<file path="config.mk">
export PLATFORM = sky130hd
export DESIGN_NAME = spi_cmd_slave_flat
export DESIGN_NICKNAME = d
export VERILOG_FILES = /design/src/rtl/spi_cmd_slave_if.sv /design/src/rtl/spi_cmd_slave.sv /design/src/flat_wrapper.sv
export SDC_FILE = /design/constraint.sdc
export NUM_CORES = 1
export LEC_CHECK = 0
export BUFFER_PORTS_ARGS = -buffer_cell sky130_fd_sc_hd__buf_2
export CORE_ASPECT_RATIO = 1.4
export CORE_MARGIN = 5
export CORE_UTILIZATION = 50
export CTS_CLUSTER_DIAMETER = 50
export CTS_CLUSTER_SIZE = 12
export DETAILED_ROUTE_END_ITERATION = 8
export PLACE_DENSITY = 0.79
export SLEW_MARGIN = 20
export SYNTH_ARGS = -nofsm -noshare
export SYNTH_HDL_FRONTEND = slang
export SYNTH_SLANG_ARGS = --single-unit
</file>
<file path="constraint.sdc">
create_clock -name clk -period 3 [get_ports clk]
set_input_delay 0.75 -clock clk [delete_from_list [all_inputs] [get_ports clk]]
set_output_delay 0.75 -clock clk [all_outputs]
set_load 0.1 [all_outputs]
</file>
<file path="src/rtl/spi_cmd_slave_if.sv">
// SPI pin and register-file signal bundle for spi_cmd_slave.
// SPI_CMD_SLAVE_RXLEN_EN adds the spi_rxlen byte count.
interface spi_cmd_slave_if;
   logic        spi_ssel_n;
   logic        spi_sclk;
   logic        spi_mosi;
   logic        spi_miso;
   logic        spi_msg_end;
   logic [7:0]  spi_cmd;
   logic [63:0] spi_rxdata;
   logic [63:0] spi_txdata;
   logic        spi_txdata_valid;
`ifdef SPI_CMD_SLAVE_RXLEN_EN
   logic [3:0]  spi_rxlen;
`endif

   modport slave (
      input  spi_ssel_n, spi_sclk, spi_mosi, spi_txdata, spi_txdata_valid,
      output spi_miso, spi_msg_end, spi_cmd, spi_rxdata
`ifdef SPI_CMD_SLAVE_RXLEN_EN
      , output spi_rxlen
`endif
   );

   modport master (
      output spi_ssel_n, spi_sclk, spi_mosi, spi_txdata, spi_txdata_valid,
      input  spi_miso, spi_msg_end, spi_cmd, spi_rxdata
`ifdef SPI_CMD_SLAVE_RXLEN_EN
      , input spi_rxlen
`endif
   );
endinterface

</file>
<file path="src/rtl/spi_cmd_slave.sv">
// Oversampled SPI mode-0 command deframer: one cmd byte + up to 8 data bytes, 64-bit response on MISO.
// Optional SPI_CMD_SLAVE_RXLEN_EN adds a saturating received-byte count.
//
// state    | meaning
// IDLE     | chip select high, waiting for ssel falling edge
// CMD      | shifting in the command byte
// DATA     | shifting data bytes in, response bits out
// WAIT_END | after reset, ignore traffic until ssel is high
module spi_cmd_slave (
   input  logic          clk,
   input  logic          reset,
   spi_cmd_slave_if.slave bus
);
   localparam logic [1:0] ST_IDLE     = 2'd0;
   localparam logic [1:0] ST_CMD      = 2'd1;
   localparam logic [1:0] ST_DATA     = 2'd2;
   localparam logic [1:0] ST_WAIT_END = 2'd3;

   logic [2:0]  ssel_sync;
   logic [2:0]  sclk_sync;
   logic [1:0]  mosi_sync;
   logic [1:0]  state;
   logic [2:0]  bit_cnt;
   logic [6:0]  shift_in;
   logic [3:0]  byte_cnt;
   logic        data_rose;
   logic        load_pend;
   logic [63:0] tx_shift;
   logic        msg_end_r;
   logic [7:0]  cmd_r;
   logic [63:0] rxdata_r;

   logic        ssel_s;
   logic        mosi_s;
   logic        ssel_fall;
   logic        ssel_rise;
   logic        sclk_rise;
   logic        sclk_fall;
   logic [7:0]  byte_done;
   logic [5:0]  wr_lsb;

   assign ssel_s    = ssel_sync[1];
   assign mosi_s    = mosi_sync[1];
   assign ssel_fall = ssel_sync[2] & ~ssel_sync[1];
   assign ssel_rise = ~ssel_sync[2] & ssel_sync[1];
   assign sclk_rise = ~sclk_sync[2] & sclk_sync[1];
   assign sclk_fall = sclk_sync[2] & ~sclk_sync[1];
   assign byte_done = {shift_in, mosi_s};
   assign wr_lsb    = {~byte_cnt[2:0], 3'b000};

   assign bus.spi_miso    = tx_shift[63];
   assign bus.spi_msg_end = msg_end_r;
   assign bus.spi_cmd     = cmd_r;
   assign bus.spi_rxdata  = rxdata_r;

`ifdef SPI_CMD_SLAVE_RXLEN_EN
   logic [3:0] rxlen_r;
   assign bus.spi_rxlen = rxlen_r;

   always_ff @(posedge clk) begin
      if (reset)
         rxlen_r <= 4'd0;
      else if (state == ST_DATA && ssel_rise)
         rxlen_r <= byte_cnt;
   end
`endif

   always_ff @(posedge clk) begin
      if (reset) begin
         // ssel sync resets low so a chip select that is already low is not seen as a new frame
         ssel_sync <= 3'b000;
         sclk_sync <= 3'b000;
         mosi_sync <= 2'b00;
         state     <= ST_WAIT_END;
         bit_cnt   <= 3'd0;
         shift_in  <= 7'd0;
         byte_cnt  <= 4'd0;
         data_rose <= 1'b0;
         load_pend <= 1'b0;
         tx_shift  <= 64'd0;
         msg_end_r <= 1'b0;
         cmd_r     <= 8'd0;
         rxdata_r  <= 64'd0;
      end else begin
         ssel_sync <= {ssel_sync[1:0], bus.spi_ssel_n};
         sclk_sync <= {sclk_sync[1:0], bus.spi_sclk};
         mosi_sync <= {mosi_sync[0], bus.spi_mosi};
         msg_end_r <= 1'b0;
         load_pend <= 1'b0;

         case (state)
            ST_IDLE: begin
               if (ssel_fall) begin
                  rxdata_r  <= 64'd0;
                  bit_cnt   <= 3'd0;
                  byte_cnt  <= 4'd0;
                  data_rose <= 1'b0;
                  tx_shift  <= 64'd0;
                  state     <= ST_CMD;
               end
            end
            ST_CMD: begin
               if (ssel_rise) begin
                  state <= ST_IDLE;
               end else if (sclk_rise) begin
                  shift_in <= {shift_in[5:0], mosi_s};
                  bit_cnt  <= bit_cnt + 3'd1;
                  if (bit_cnt == 3'd7) begin
                     cmd_r     <= byte_done;
                     load_pend <= 1'b1;
                     state     <= ST_DATA;
                  end
               end
            end
            ST_DATA: begin
               if (ssel_rise) begin
                  msg_end_r <= 1'b1;
                  state     <= ST_IDLE;
               end else if (sclk_rise) begin
                  data_rose <= 1'b1;
                  shift_in  <= {shift_in[5:0], mosi_s};
                  bit_cnt   <= bit_cnt + 3'd1;
                  if (bit_cnt == 3'd7 && !byte_cnt[3]) begin
                     rxdata_r[wr_lsb +: 8] <= byte_done;
                     byte_cnt              <= byte_cnt + 4'd1;
                  end
               end else if (sclk_fall && data_rose) begin
                  tx_shift <= {tx_shift[62:0], 1'b0};
               end
            end
            default: begin
               if (ssel_s)
                  state <= ST_IDLE;
            end
         endcase

         // response is captured the cycle after spi_cmd settles, giving the register file a cycle to decode
         if (load_pend)
            tx_shift <= bus.spi_txdata_valid ? bus.spi_txdata : 64'd0;
      end
   end
endmodule

</file>
<file path="src/flat_wrapper.sv">
// flat-port wrapper written by rule: the top's interface ports become plain ports
module spi_cmd_slave_flat 
  (clk, reset, bus_spi_ssel_n, bus_spi_sclk, bus_spi_mosi, bus_spi_txdata, bus_spi_txdata_valid, bus_spi_miso, bus_spi_msg_end, bus_spi_cmd, bus_spi_rxdata);
  spi_cmd_slave_if bus_i ();
  input  logic clk;
  input  logic reset;
  input wire logic [$bits(bus_i.spi_ssel_n)-1:0] bus_spi_ssel_n;
  input wire logic [$bits(bus_i.spi_sclk)-1:0] bus_spi_sclk;
  input wire logic [$bits(bus_i.spi_mosi)-1:0] bus_spi_mosi;
  input wire logic [$bits(bus_i.spi_txdata)-1:0] bus_spi_txdata;
  input wire logic [$bits(bus_i.spi_txdata_valid)-1:0] bus_spi_txdata_valid;
  output wire logic [$bits(bus_i.spi_miso)-1:0] bus_spi_miso;
  output wire logic [$bits(bus_i.spi_msg_end)-1:0] bus_spi_msg_end;
  output wire logic [$bits(bus_i.spi_cmd)-1:0] bus_spi_cmd;
  output wire logic [$bits(bus_i.spi_rxdata)-1:0] bus_spi_rxdata;
  assign bus_i.spi_ssel_n = bus_spi_ssel_n;
  assign bus_i.spi_sclk = bus_spi_sclk;
  assign bus_i.spi_mosi = bus_spi_mosi;
  assign bus_i.spi_txdata = bus_spi_txdata;
  assign bus_i.spi_txdata_valid = bus_spi_txdata_valid;
  assign bus_spi_miso = bus_i.spi_miso;
  assign bus_spi_msg_end = bus_i.spi_msg_end;
  assign bus_spi_cmd = bus_i.spi_cmd;
  assign bus_spi_rxdata = bus_i.spi_rxdata;
  spi_cmd_slave u_core (.clk(clk), .reset(reset), .bus(bus_i));
endmodule
</file>
# Word level (Yosys, flattened, before mapping)

Index checks and enable logic that the tools add are counted.

Flip-flop bits (word level): 163
Word-level logic and storage cells: 99
Output and inout bits: 74

Shifts and indexed selects: 2
Eq/ne operators: 16
Reductions and logical operators: 18
Add/subtract/negate cells: 3
Bitwise operators: 13
Muxes and demuxes: 34

Operators with widths:

| cell                                                 | count |
|---|---|
| two-way mux 64 bit                                   | 9 |
| case mux 64 bit (2 select lines)                     | 2 |
| bitwise mux 64 bit                                   | 1 |
| variable shift 8 x 8 -> 64 bit, first input constant | 1 |
| indexed part select 8 x 8 -> 64 bit                  | 1 |
| two-way mux 4 bit                                    | 4 |
| AND reduction 5 bit                                  | 3 |
| two-way mux 2 bit                                    | 6 |
| != test 3 x 1 -> 1 bit, second input constant        | 4 |
| AND reduction 4 bit                                  | 3 |
| != test 2 x 1 -> 1 bit, second input constant        | 5 |
| two-way mux 3 bit                                    | 3 |
| negation 6 -> 8 bit                                  | 1 |
| inverter 1 bit                                       | 8 |
| case mux 4 bit (2 select lines)                      | 1 |
| != test 3 x 2 -> 1 bit, second input constant        | 2 |
| case mux 2 bit (3 select lines)                      | 1 |
| case mux 3 bit (2 select lines)                      | 1 |
| two-way mux 1 bit                                    | 5 |
| adder 4 x 1 -> 4 bit, second input constant          | 1 |
| AND 1 bit                                            | 4 |
| != test 2 bit, second input constant                 | 2 |
| nonzero test 2 bit                                   | 2 |
| nonzero test 4 bit                                   | 1 |
| 13 further kinds                                     | 15 |

# Depth between registers and ports, before layout

Depth after elaboration: 8
Gate-level depth with buffers: 8
Depth with buffers taken out: 6

# Worst setup path before layout

No wires, ideal clock.

Path kind: flip-flop to flip-flop
Start: reg u_core.byte_cnt[1]
End: reg u_core.rxdata_r[25] (netlist: u_core.bus.spi_rxdata[25])
Data arrival time: 1,939 ps
Period minus slack after synthesis: 2,031 ps
Setup slack: 969 ps
Buffers on the path: 1
Stages on the path, launching flop included: 8
Cell sequence: dfxtp_1 > ha_1 > ha_1 > or3b_4 > or3_1 > or3_1 > buf_6 > o32ai_1

Longest elaborated chain between the ends: 8
Elaborated cells between the ends (all ways): 9

Ends and longest elaborated chain:

| element                                                                               | line                 | text |
|---|---|---|
| start, declared                                                                       | spi_cmd_slave.sv:25  | `logic [3:0] byte_cnt;` |
| start signal, assigned                                                                | spi_cmd_slave.sv:125 | `byte_cnt <= byte_cnt + 4'd1;` |
| inverter 3 bit (*)                                                                    | spi_cmd_slave.sv:49  | `assign wr_lsb = {~byte_cnt[2:0], 3'b000};` |
| negation 6 -> 8 bit (*)                                                               | spi_cmd_slave.sv:124 | `rxdata_r[wr_lsb +: 8] <= byte_done;` |
| indexed part select 8 x 8 -> 64 bit or variable shift 8 x 8 -> 64 bit (tied branches) | spi_cmd_slave.sv:124 |  |
| bitwise mux 64 bit (*)                                                                | spi_cmd_slave.sv:124 |  |
| two-way mux 64 bit (*)                                                                | spi_cmd_slave.sv:123 | `if (bit_cnt == 3'd7 && !byte_cnt[3]) begin` |
| two-way mux 64 bit (*)                                                                | spi_cmd_slave.sv:119 | `end else if (sclk_rise) begin` |
| two-way mux 64 bit (*)                                                                | spi_cmd_slave.sv:116 | `if (ssel_rise) begin` |
| case mux 64 bit (2 select lines) (*)                                                  | spi_cmd_slave.sv:91  | `case (state)` |
| end signal, assigned by index                                                         | spi_cmd_slave.sv:124 |  |
| end, declared                                                                         | spi_cmd_slave.sv:31  | `logic [63:0] rxdata_r;` |

Every way passes the cells marked *; elsewhere a longest branch is shown, timed or not. The select of a mux whose other input is x is not followed.
A chain may end at the register's enable or synchronous reset.

# Worst setup path after layout

Start: reg u_core.byte_cnt[0]
End: reg u_core.rxdata_r[63] (netlist: u_core.bus.spi_rxdata[63])

The elaborated chain is that of the path after synthesis.

==> impl_metrics.ini <==
[sta]
fin_setup_tns_ns = 0
clock_skew_ns = 0.01177
slew_violations = 0
finalSetupViolCount = 0
max_freq_mhz = 415.7
maxSlewHeadroom_pct = 53.90
fin_ws_ns = 0.5945
fin_crit_sh_pct = 80.18
finalHoldViolCount = 0
tightest_slew_ns = 0.6915
fin_crit_ns = 2.406
rsz0062_at_grt = no

[drt]
wl_met1_um = 7374
topRoutingLayerUsed = met4
wirelength_um = 17390
drc = 0
vias = 6077
routedWlPerCell_um = 15.89
wl_met2_um = 8447
drt_iter0_drc = 354
wl_met3_um = 1269
via_per_inst = 5.555
ant_nets = 0
drtPass1Iterations = 5

[layout]
nets = 975
multi_input_area_um2 = 3427
antenna_cells = 0
final_common_cell = dfxtp_1
fin_util_pct = 61.51
num-fill-cells = 1225
drive_gt1_share_pct = 22.22
final-seq-area_um2 = 3263
syn_to_final_growth_pct = 20.21
most-common-layout-cells = dfxtp_1, nand2_1, buf_2

[clock_tree]
clkTransAtPathRegs_ns = 0.07
clock-sinks = 163
cts_buffer_depth = 2
h-tree-depth = 4
cts_buffers = 17
cts_setup_buffers = 0
cts_resized = 0
cts-root-buf = clkbuf_16
worst_skew_pair.late_latency_ns = 0.41
cts_tree = built
hold_buffers = 0

[power]
power_density_nw_per_um2 = 555.0
seqPwrFrac_pct = 45.5
switching_share_pct = 22.93
vdd.ir_drop.worst_mv = 0.3030
combPwrFrac_pct = 7.2
internal-power_mw = 3.694
p_clk_share_pct = 47.3
p_sw_mw = 1.099
p_leak_nw = 3.608

[min_path]
min_path_cells = 1
min_from = u_core.ssel_sync[0]
whs_endpoint = u_core.ssel_sync[1]
hp-class = flip-flop to flip-flop

[worst_setup_path]
worstPathRequired_ns = 3.31
crit_path_end_kind = flip-flop
crit_path_max_fanout = 12
cp-start-kind = flip-flop
rrSetupSlack_ns = 0.59
r2r-start = u_core.byte_cnt[0]
r2r_cells = 6
arrival_ns = 2.72
crit_type = flip-flop to flip-flop
r2r-end = u_core.bus.spi_rxdata[63]

[global_route]
grt_usage_pct = 19.84
gr-total-overflow = 0
grt_max_degree = 101
grt_first_pass_wirelength_um = 28210
grt_pass1_vias = 5660
grt_antenna_before_repair = 0

[logic_synthesis]
synth_compound_area_share_pct = 20.07
syn_area_per_cell_um2 = 9.150
synthAdderAreaFrac_pct = 1.568
syn_area_um2 = 7183
synth_edf_count = 0
ys.warnings.count = 0
synth-simple-area-share_pct = 14.79
seq_area_frac_synth_pct = 45.43
synthCells = 785
synth_ff_type = dfxtp_1
muxShareOfSynthArea_pct = 11.01
yosysUniqueCellTypes = 51
synth_top_family_by_area = compound AO/OA/AOI/OAI gates
synth-async-reset-ratio_pct = 0
syn-num-nets = 864
ys_ff_latch = 163
synthXorXnorAreaFrac_pct = 0

[floorplan]
die_area_um2 = 16900
coreArea_um2 = 14040
io_pins = 144
initial_utilization_pct = 51.17
num_rows = 51
die_w_um = 111.3
die_h_um = 151.8

[placement]
dp_hpwl_um = 11640
dp_slack_ns = 0.6222
io_buffers = 143
gp_congestion = 0.8618

[run]
max_cap_violations = 0

[status]
status = completed
-- layout make-up --
cell class | count | area share (%)
clock buffers | 22 | 5.492
clock inverters | 10 | 1.710
inverters | 63 | 2.753
multi-input cells | 498 | 39.69
flip-flops and latches | 163 | 37.79
well taps | 185 | 2.681
repair buffers | 153 | 9.883
-- metal layers --
layer | GRT usage (%) | vias to the layer above
li1 | - | 3015
met1 | 24.53 | 2844
met5 | 0 | -
met3 | 5.681 | 24
met2 | 33.28 | 194
met4 | 6.493 | 0
-- worst max path at each step --
stage	end	slack [ns]	from	cells after the start
final	u_core.bus.spi_rxdata[63]	0.59	u_core.byte_cnt[0]	6
after global routing	u_core.bus.spi_rxdata[63]	0.39	u_core.state[0]	7
after CTS	u_core.bus.spi_rxdata[63]	0.59	u_core.state[0]	7
after detailed placement	u_core.bus.spi_rxdata[62]	0.62	u_core.state[0]	7
after global placement	u_core.bus.spi_rxdata[21]	0.42	u_core.state[0]	6
after floorplan	u_core.bus.spi_rxdata[25]	0.97	u_core.byte_cnt[1]	7
-- power by group through the flow --
stage          Combinational [mW]  Sequential (mW)  Clock (mW)
2_1_floorplan               0.240             2.23           0
3_3_place_gp                0.345             2.23           0
3_5_place_dp                0.343             2.23           0
4_1_cts                     0.345             2.18        2.30
5_1_grt                     0.371             2.18        2.40
6_report                    0.344             2.18        2.27
-- per-stage QoR --
| stage | instances | hold slack (ns) | total power, mW | area [um2] |
|---|---|---|---|---|
| final | 1094 | 0.4381 | 4.793 | 8635 |
| after global routing | 1094 | 0.4644 | 4.948 | 8635 |
| after CTS | 1094 | 0.4437 | 4.822 | 8635 |
| after detailed placement | 1062 | 0.4293 | 2.571 | 8013 |
| after global placement | 1061 | 0.4216 | 2.572 | 8005 |
| after floorplan | 785 | 0.4138 | 2.467 | 7183 |
-- worst max-delay path: stages (launching register included) --
cell and delay [ns]:
dfxtp_1 0.43, ha_1 0.29, ha_1 0.24, or3b_4 0.42
or3_1 0.33, or3_1 0.44, o32ai_1 0.18
-- synth_stat cells, types with 2 or more instances --
| cell type | instances | area share (%) |
|---|---|---|
| a21o_1 | 2 | 0.21 |
| or3_1 | 5 | 0.44 |
| a22o_1 | 63 | 7.7 |
| and3_1 | 3 | 0.26 |
| inv_1 | 62 | 3.2 |
| clkbuf_1 | 41 | 2.1 |
| dfxtp_1 | 163 | 45 |
| nor2_1 | 25 | 1.3 |
| nand3b_1 | 2 | 0.21 |
| a21oi_1 | 12 | 0.84 |
| nand2_1 | 143 | 7.5 |
| a31oi_1 | 8 | 0.70 |
| buf_4 | 6 | 0.63 |
| mux2i_1 | 79 | 11 |
| nor2b_1 | 13 | 1.1 |
| a2bb2oi_2 | 2 | 0.42 |
| ha_1 | 9 | 1.6 |
| o31a_1 | 2 | 0.24 |
| o21ai_0 | 2 | 0.14 |
| buf_2 | 7 | 0.49 |
| o211a_1 | 2 | 0.28 |
| o32ai_1 | 58 | 7.1 |
| or2_2 | 2 | 0.17 |
| buf_1 | 4 | 0.21 |
| a21oi_2 | 3 | 0.37 |
| nand4_1 | 8 | 0.70 |
| o41a_2 | 2 | 0.35 |
| nor3_1 | 5 | 0.35 |
| buf_6 | 2 | 0.31 |
| nand2b_1 | 5 | 0.44 |
| nor2_2 | 2 | 0.17 |
| nand3_1 | 24 | 1.7 |
-- cells by family after synthesis --
family	after synthesis
simple gates	241
compound gates	169
flops	163
buf+inv	124
mux	79
fa+ha+maj	9
-- state kept, by name, summed over array words and instances (netlist names) --
name	count
u_core.tx_shift	64
u_core.ssel_sync	3
u_core.load_pend	1
u_core.mosi_sync	2
u_core.bit_cnt	3
u_core.bus.spi_msg_end	1
u_core.bus.spi_cmd	8
u_core.data_rose	1
u_core.state	2
u_core.shift_in	7
u_core.sclk_sync	3
u_core.byte_cnt	4
u_core.bus.spi_rxdata	64
Note: power is estimated with default switching activity, not from simulation.
